--- config.mk ---
export PLATFORM = sky130hd
export DESIGN_NAME = cordic_bus_regs
export DESIGN_NICKNAME = d
export VERILOG_FILES = /design/src/rtl/cordic_pkg.sv /design/src/rtl/cordic_irq_ctrl.sv /design/src/rtl/cordic_bus_regs.sv
export SDC_FILE = /design/constraint.sdc
export NUM_CORES = 1
export LEC_CHECK = 0
export ABC_AREA = 0
export BUFFER_PORTS_ARGS = -buffer_cell sky130_fd_sc_hd__buf_2
export CAP_MARGIN = 25
export CORE_AREA = 2 2 130 132
export DETAILED_ROUTE_END_ITERATION = 10
export DIE_AREA = 0 0 132 134
export PLACE_DENSITY_LB_ADDON = 0.15
export RECOVER_POWER = 25
export SLEW_MARGIN = 20
export SYNTH_ARGS = -nofsm -noshare
export SYNTH_HDL_FRONTEND = slang
export SYNTH_HIERARCHICAL = 1
export SYNTH_SLANG_ARGS = --single-unit
--- constraint.sdc ---
create_clock -name clk -period 9.8 [get_ports clk]
set_clock_uncertainty 0.2 [all_clocks]
set_input_delay 1.47 -clock clk [delete_from_list [all_inputs] [get_ports clk]]
set_output_delay 1.47 -clock clk [all_outputs]
set_load 0.05 [all_outputs]
--- src/rtl/cordic_pkg.sv ---
// Shared register map, control/flag bit positions and job-state encoding for
// the CORDIC host register block.
package cordic_pkg;

  localparam logic [3:0] REG_CTRL      = 4'h0;
  localparam logic [3:0] REG_X_IN      = 4'h1;
  localparam logic [3:0] REG_Y_IN      = 4'h2;
  localparam logic [3:0] REG_Z_IN      = 4'h3;
  localparam logic [3:0] REG_X_RES     = 4'h4;
  localparam logic [3:0] REG_Y_RES     = 4'h5;
  localparam logic [3:0] REG_Z_RES     = 4'h6;
  localparam logic [3:0] REG_IRQ_EN    = 4'h7;
  localparam logic [3:0] REG_IRQ_STAT  = 4'h8;
  localparam logic [3:0] REG_JOB_STATE = 4'h9;

  localparam int CNTRL_START    = 0;
  localparam int CNTRL_STOP     = 1;
  localparam int CNTRL_ITER_LO  = 8;
  localparam int CNTRL_ITER_HI  = 12;
  localparam int FLAG_READY     = 16;
  localparam int FLAG_INP_ERR   = 17;
  localparam int FLAG_OV_ERR    = 18;
  localparam int ELAPS_ITER_LO  = 19;
  localparam int ELAPS_ITER_HI  = 23;

  localparam int STAT_DONE = 0;
  localparam int STAT_ERR  = 1;

  localparam logic [31:0] CTRL_RESET = 32'h0000_1F3C;

  typedef enum logic [1:0] {
    S_IDLE       = 2'd0,
    S_START_PEND = 2'd1,
    S_RUNNING    = 2'd2,
    S_DONE       = 2'd3
  } job_state_e;

endpackage

--- src/rtl/cordic_irq_ctrl.sv ---
// Interrupt path: rising-edge detect on the controller irq, sticky W1C status
// with set priority, enable mask and a registered host interrupt.
module cordic_irq_ctrl (
  input  logic       clk,
  input  logic       rst,
  input  logic       cordic_irq_i,
  input  logic [1:0] set_i,
  input  logic [1:0] w1c_i,
  input  logic       en_we_i,
  input  logic [1:0] en_wdata_i,
  output logic       irq_rise_o,
  output logic [1:0] stat_o,
  output logic [1:0] en_o,
  output logic       irq_o
);

  logic       dly_q;
  logic [1:0] stat_q, stat_d;
  logic [1:0] en_q, en_d;
  logic       irq_q, irq_d;

  assign irq_rise_o = cordic_irq_i & ~dly_q;

  // Set is OR'ed in after the clear so a same-cycle event is never lost.
  always_comb begin
    stat_d = (stat_q & ~w1c_i) | set_i;
    en_d   = en_we_i ? en_wdata_i : en_q;
    irq_d  = |(stat_q & en_q);
  end

  always_ff @(posedge clk or posedge rst) begin
    if (rst) begin
      dly_q  <= 1'b0;
      stat_q <= '0;
      en_q   <= '0;
      irq_q  <= 1'b0;
    end else begin
      dly_q  <= cordic_irq_i;
      stat_q <= stat_d;
      en_q   <= en_d;
      irq_q  <= irq_d;
    end
  end

  assign stat_o = stat_q;
  assign en_o   = en_q;
  assign irq_o  = irq_q;

endmodule

--- src/rtl/cordic_bus_regs.sv ---
// APB3 zero-wait-state register responder for the CORDIC controller: operand
// and control registers, result/flag capture and the job start handshake FSM.
module cordic_bus_regs
  import cordic_pkg::*;
#(
  parameter int          p_WIDTH      = 32,
  parameter int          p_ADDR_WIDTH = 6,
  parameter logic [31:0] p_CTRL_RESET = CTRL_RESET
) (
  input  logic                    clk,
  input  logic                    rst,
  input  logic                    psel,
  input  logic                    penable,
  input  logic                    pwrite,
  input  logic [p_ADDR_WIDTH-1:0] paddr,
  input  logic [p_WIDTH-1:0]      pwdata,
  output logic [p_WIDTH-1:0]      prdata,
  output logic                    pready,
  output logic                    pslverr,
  output logic [31:0]             ctrl_in,
  output logic [p_WIDTH-1:0]      x_in,
  output logic [p_WIDTH-1:0]      y_in,
  output logic [p_WIDTH-1:0]      z_in,
  input  logic [31:0]             ctrl_out,
  input  logic                    ctrl_wr_en,
  input  logic [p_WIDTH-1:0]      x_res,
  input  logic [p_WIDTH-1:0]      y_res,
  input  logic [p_WIDTH-1:0]      z_res,
  input  logic                    cordic_irq,
  output logic                    irq
);

  job_state_e         state_q, state_d;
  logic [15:0]        ctrl_q, ctrl_d;
  logic [p_WIDTH-1:0] x_q, y_q, z_q;

  logic       access, mapped, ro, start_blk, err, wr_ok;
  logic       wr_ctrl, wr_stat, wr_en, start_wr, start_taken, done_evt;
  logic       irq_rise;
  logic [3:0] ofs;
  logic [1:0] set, w1c, irq_en, irq_stat;
  logic       unused_addr;

  assign ofs         = paddr[5:2];
  assign unused_addr = ^paddr[1:0];

  // Outputs are gated by reset so the bus sees an idle slave during reset.
  assign access = psel & penable & ~rst;

  always_comb begin
    mapped    = (ofs <= REG_JOB_STATE);
    ro        = (ofs inside {REG_X_RES, REG_Y_RES, REG_Z_RES, REG_JOB_STATE});
    start_blk = (ofs == REG_CTRL) && pwdata[CNTRL_START] &&
                !(state_q inside {S_IDLE, S_DONE});
    err       = access & (~mapped | (pwrite & (ro | start_blk)));
    wr_ok     = access & pwrite & ~err;
  end

  assign wr_ctrl     = wr_ok & (ofs == REG_CTRL);
  assign wr_stat     = wr_ok & (ofs == REG_IRQ_STAT);
  assign wr_en       = wr_ok & (ofs == REG_IRQ_EN);
  assign start_wr    = wr_ctrl & pwdata[CNTRL_START];
  assign start_taken = (state_q == S_START_PEND) & ctrl_wr_en;
  assign done_evt    = (state_q == S_RUNNING) & (irq_rise | ctrl_out[FLAG_READY]);

  assign set[STAT_DONE] = done_evt;
  assign set[STAT_ERR]  = done_evt & (ctrl_out[FLAG_INP_ERR] | ctrl_out[FLAG_OV_ERR]);
  assign w1c            = {2{wr_stat}} & pwdata[1:0];

  always_comb begin
    state_d = state_q;
    unique case (state_q)
      S_IDLE:       if (start_wr) state_d = S_START_PEND;
      S_START_PEND: if (ctrl_wr_en) state_d = S_RUNNING;
      S_RUNNING:    if (done_evt) state_d = S_DONE;
      S_DONE: begin
        if (start_wr)               state_d = S_START_PEND;
        else if (w1c[STAT_DONE])    state_d = S_IDLE;
      end
      default:      state_d = S_IDLE;
    endcase
  end

  // START is sticky until the controller acknowledges; STOP self-clears.
  always_comb begin
    ctrl_d             = ctrl_q;
    ctrl_d[CNTRL_STOP] = 1'b0;
    if (start_taken) ctrl_d[CNTRL_START] = 1'b0;
    if (wr_ctrl) begin
      ctrl_d[15:2]       = pwdata[15:2];
      ctrl_d[CNTRL_STOP] = pwdata[CNTRL_STOP];
      if (pwdata[CNTRL_START]) ctrl_d[CNTRL_START] = 1'b1;
    end
  end

  always_ff @(posedge clk or posedge rst) begin
    if (rst) begin
      state_q <= S_IDLE;
      ctrl_q  <= p_CTRL_RESET[15:0];
      x_q     <= '0;
      y_q     <= '0;
      z_q     <= '0;
    end else begin
      state_q <= state_d;
      ctrl_q  <= ctrl_d;
      if (wr_ok && ofs == REG_X_IN) x_q <= pwdata;
      if (wr_ok && ofs == REG_Y_IN) y_q <= pwdata;
      if (wr_ok && ofs == REG_Z_IN) z_q <= pwdata;
    end
  end

  cordic_irq_ctrl u_irq (
    .clk          (clk),
    .rst          (rst),
    .cordic_irq_i (cordic_irq),
    .set_i        (set),
    .w1c_i        (w1c),
    .en_we_i      (wr_en),
    .en_wdata_i   (pwdata[1:0]),
    .irq_rise_o   (irq_rise),
    .stat_o       (irq_stat),
    .en_o         (irq_en),
    .irq_o        (irq)
  );

  always_comb begin
    prdata = '0;
    if (access) begin
      unique case (ofs)
        REG_CTRL:      prdata = p_WIDTH'(ctrl_out);
        REG_X_IN:      prdata = x_q;
        REG_Y_IN:      prdata = y_q;
        REG_Z_IN:      prdata = z_q;
        REG_X_RES:     prdata = x_res;
        REG_Y_RES:     prdata = y_res;
        REG_Z_RES:     prdata = z_res;
        REG_IRQ_EN:    prdata = p_WIDTH'(irq_en);
        REG_IRQ_STAT:  prdata = p_WIDTH'(irq_stat);
        REG_JOB_STATE: prdata = p_WIDTH'(state_q);
        default:       prdata = '0;
      endcase
    end
  end

  assign pready  = access;
  assign pslverr = err;
  assign ctrl_in = {16'h0000, ctrl_q};
  assign x_in    = x_q;
  assign y_in    = y_q;
  assign z_in    = z_q;

endmodule

Word-level counts from Yosys, hierarchy flattened

Cells that the tools add are included.

Logic and storage cells: 77
Bits of input ports: 173
Flip-flop bits (word level): 120
Output and inout bits: 163

Eq/ne operators: 16
Order comparisons: 1
Reduce and logical (&&, ||, !) cells: 12
Bitwise gates (word level): 27
Muxes and demuxes: 11

Operators with widths:

| operator             | number |
|---|---|
| $pmux W32 S10        | 1 |
| $mux W32             | 1 |
| $eq A4 B3 Y1 const B | 4 |
| $and A1 B1 Y1        | 14 |
| $mux W2              | 6 |
| $eq A4 B2 Y1 const B | 2 |
| $eq A4 B4 Y1 const B | 2 |
| $pmux W2 S4          | 1 |
| $and A2 B2 Y2        | 3 |
| $ne A2 B2 Y1 const B | 3 |
| $logic_and A1 B1 Y1  | 5 |
| $eq A2 B2 Y1 const B | 2 |
| $eq A4 B1 Y1 const B | 1 |
| $le A4 B4 Y1 const B | 1 |
| $logic_not A4 Y1     | 1 |
| $not A1 Y1           | 4 |
| $or A1 B1 Y1         | 4 |
| $reduce_and A4 Y1    | 1 |
| $reduce_bool A4 Y1   | 1 |
| $ne A3 B2 Y1 const B | 1 |
| $eq A2 B1 Y1 const B | 1 |
| $logic_not A2 Y1     | 1 |
| $mux W1              | 2 |
| $not A2 Y2           | 1 |
| 4 further kinds      | 4 |

Logic depth before layout (Yosys ltp)

Word-level depth: 15
Gate-level depth with buffers: 8
Depth with buffers taken out: 8

Hierarchy

The synthesis kept the hierarchy.

Modules (own cells, without submodules):

| module          | area an instance (um^2) | cells each | instances |
|---|---|---|---|
| cordic_bus_regs | 5,949.5                 | 481        | 1 |
| cordic_irq_ctrl | 221.5                   | 15         | 1 |

Worst setup path before layout

Ideal clock, no wire load.

Kind: input to output
From: input port paddr[5]
To: output port prdata[26]
Data required time: 8.130 ns
Stages: 5
Buffers on the path: 2
Data arrival time: 3.379 ns
Setup slack: 4.751 ns
Cells stage by stage: clkbuf_1 > nor3_1 > clkbuf_1 > a222oi_1 > a31oi_1

Word-level cells in the longest chain between the ends: 3
Elaborated cells between the ends (all ways): 12
Those cells by class: eq/ne: 9; mux: 2; reduce/logical: 1

Ends and longest elaborated chain:

| what                                       | line                   | text |
|---|---|---|
| from (decl)                                | cordic_bus_regs.sv:15  | `input logic [p_ADDR_WIDTH-1:0] paddr,` |
| $eq A4 B4 Y1, or another cell as far along | cordic_bus_regs.sv:129 | `unique case (ofs)` |
| $pmux W32 S10 (*)                          | cordic_bus_regs.sv:129 |  |
| $mux W32 (*)                               | cordic_bus_regs.sv:128 | `if (access) begin` |
| to (decl)                                  | cordic_bus_regs.sv:17  | `output logic [p_WIDTH-1:0] prdata,` |

Mark *: on every way between the ends. The rest lies on a longest branch, timed or not.

Final worst setup path

From: input port paddr[5]
To: output port prdata[11]

Same word-level chain as after synthesis.

==> out/summary.txt <==
Count of TritonRoute iterations in the first routing pass: 6
Final setup margin: 4.01 ns
Number of levels in the clock H-tree: 4
CTS Sinks: 120
Cell-by-cell listing of the critical path: clkbuf_1, or2b_1, nor3_4, buf_4, a222oi_1, a31oi_1, buf_2
Violated checks: max-capacitance violations, max-slew violations
Number of antenna violations at the first check in global routing: 0
Leading area contributor after synthesis: sky130_fd_sc_hd__dfrtp_1
Multi-input logic area: 2920 µm²
Fraction of layout instances using a drive strength above 1: 0.493
Cts repair resizes: 0
Maximum fanout along the worst path: 16
First-pass GRT wire length: 33,000 µm
Area of the core: 16,300 µm²
Worst Setup Path Type: in2out
Post-synthesis instance total: 496
Antenna fix cells: 0
Number of warnings issued by yosys: 6
CP Buf/Inv Count: 3
Area growth from synthesis to layout: 36.9%
DRT iter0 DRCs: 633
Critical path startpoint category: primary input
Area of all placed cells without fillers: 8450 µm²
Design internal power: 952 µW
Top area cells in the synthesized netlist: sky130_fd_sc_hd__dfrtp_1 45%, sky130_fd_sc_hd__mux2_1 12%, sky130_fd_sc_hd__mux2_2 8.4%, sky130_fd_sc_hd__a22oi_1 7.4%, sky130_fd_sc_hd__a222oi_1 5.0%
Nets: 978
HPWL after detailed placement: 15,100 µm
Switching power: 480 µW
Largest net degree at the start of global routing: 60
Total via count after detailed routing: 5,827
Prevailing post-synth register cell: sky130_fd_sc_hd__dfrtp_1
Most common cell in the netlist: sky130_fd_sc_hd__dfrtp_1
Share of the clock period used by the worst path: 0.591
Total standard cell area after synthesis: 6170 µm²
Required time at the worst-slack endpoint: 8.13 ns
Number of synthesized flops with an enable pin: 0
Starting density of the core: 0.379
Setup crit end kind: output port
Routed length per placed instance: 21.1 µm
Post-placement cell area: 7890 µm²
Post-CTS clock slew at the launch and capture registers of the worst setup and hold paths: 0.06 ns
Static leakage power: 0.00438 µW
Height of the die: 134 µm
Final critical delay including setup and external delays: 5.79 ns
Finish-stage setup viols: 0
Flop pwr share: 0.389
Max-slew headroom: -0.743
ANT nets after route: 0
Gr ovfl total: 0
Power density over cell area: 170 nW/µm²
Die Wd: 132 µm
Via count normalized by instance count: 5.64
Vias in the first global route: 5,926
Fill count: 1,503
Number of standard-cell rows in the floorplan: 47
Worst slack after detailed placement: 4.21 ns
Number of top-level design ports: 336
Clock latency on the worst-skew pair: 0.42 ns
Achievable frequency: 173 MHz
Buffers inserted during post-CTS setup optimization: 0
Final max-slew violation count: 60
Number of distinct library cells after synthesis: 50
Transition at the pin with the smallest max-transition slack: 2.60 ns
Mean post-synth cell area: 12.4 µm²
Count of hold buffers inserted by post-cts repair: 0
Port bufs: 317
Sw Share: 0.335
Critical Path Max Stage Delay: 0.66 ns
Clock network fraction of total power: 0.406
Setup_tns: 0 ns
Hold Crit Class: reg2reg
Hold violation count in the final report: 0
Area share of the largest cell type after synthesis: 0.450
Share of flip-flops with an asynchronous set or reset: 1.00
Worst EP arrival: 4.12 ns
Clock tree from TritonCTS: yes
Sum of routed wire length over all layers: 21,800 µm
Clock buffer depth: 2
# DRC: 0
Final RePlAce weighted congestion: 0.919
Proportion of synthesized chip area in sequential cells: 0.488
Setup repair after global routing missed its margin: no
Register area: 3010 µm²
Area of the die: 17,700 µm²
Total track usage: 0.242
CTS buffer count: 17
Max-capacitance violation count: 1
Cell family with most CP delay: simple AND/OR/NAND/NOR gates
Slowest stage cell, crit path: sky130_fd_sc_hd__nor3_4
Master cell of the clock root buffer: sky130_fd_sc_hd__clkbuf_16
Most common library cells after synthesis: 111 x sky130_fd_sc_hd__dfrtp_1, 67 x sky130_fd_sc_hd__mux2_1, 61 x sky130_fd_sc_hd__a22oi_1, 46 x sky130_fd_sc_hd__mux2_2, 32 x sky130_fd_sc_hd__a31oi_1
Status: complete, but fails checks
Maximum resistive drop on vdd: 0.000118 V
Combinational group share of total power: 0.205
Number of synthesized register bits: 120
## power groups by stage
stage                     clock, µW  combinational, µW  sequential, µW
after floorplan                   0                115             647
after global placement            0                287             563
after detailed placement          0                295             565
after CTS                       596                295             557
after global routing            620                312             561
final                           582                293             557
## cell families after synthesis
logic type                 after synthesis  synth area share
other                                    1          0.000608
AOI/OAI and AO/OA                      142             0.181
muxes                                  116             0.215
buffers and inverters                   67            0.0574
and+or+nand+nor                         46            0.0497
adders and majority gates                4           0.00811
DFF                                    120             0.488
## metal layers
layer | part of all wire | vias to the layer above | GRT usage
met4 | 0.019 | 0 | 0.100
met5 | 0 | - | 0
li1 | - | 2550 | -
met3 | 0.081 | 41 | 0.0684
met2 | 0.49 | 354 | 0.396
met1 | 0.41 | 2882 | 0.303
## stage by stage
step	util	std cells	hold WS [ns]	total power [µW]
floorplan	-	511	0.273	762
global placement	0.484	1000	0.268	851
detailed placement	0.485	1000	0.269	860
CTS	0.519	1032	0.283	1450
global route	0.519	1034	0.307	1490
finish	0.519	1034	0.289	1430
## state kept, by name, indices dropped and copies added (netlist names)
name / flops
u_irq/irq_o: 1
u_irq/dly_q: 1
state_q: 2
z_in: 32
u_irq/en_o: 2
y_in: 32
ctrl_q: 16
u_irq/stat_o: 2
x_in: 32
## layout make-up
| cell class | count | area share |
|---|---|---|
| Clock buffer | 17 | 0.0504 |
| Clock inverter | 15 | 0.0153 |
| Inverter | 12 | 0.00548 |
| Multi-Input combinational cell | 324 | 0.345 |
| Sequential cell | 120 | 0.357 |
| Tap cell | 220 | 0.0326 |
| Timing Repair Buffer | 326 | 0.194 |
## cells in the final DEF, fill, tap and decap left out, drive strengths merged, types with 9 or more instances in the layout
cell / netlist / final
a222oi: 31 / 31
a22oi: 61 / 61
a31oi: 32 / 32
buf: 29 / 295
clkbuf: 26 / 48
conb: 1 / 16
dfrtp: 111 / 111
dfstp: 9 / 9
inv: 12 / 20
mux2: 115 / 115
nand2: 10 / 10
## tightest hold or removal path: stages, from the launching register on
cell and delay (ns):
sky130_fd_sc_hd__dfrtp_1 0.35, sky130_fd_sc_hd__nand2_1 0.05, sky130_fd_sc_hd__nand2_1 0.06
## final timing paths
| kind | startpoint | to | slack [ns] | cells past startpoint |
|---|---|---|---|---|
| min | ctrl_q[0] | ctrl_q[0] | 0.29 | 2 |
| max | paddr[5] | prdata[11] | 4.01 | 7 |
| min in group asynchronous | rst | u_irq/dly_q | 0.78 | 2 |
| max reg2reg | state_q[1] | z_in[0] | 6.78 | 7 |
| min reg2reg | ctrl_q[0] | ctrl_q[0] | 0.29 | 2 |
| max in group asynchronous | rst | state_q[1] | 6.17 | 3 |
No activity file was read; power rests on OpenSTA's default activity.
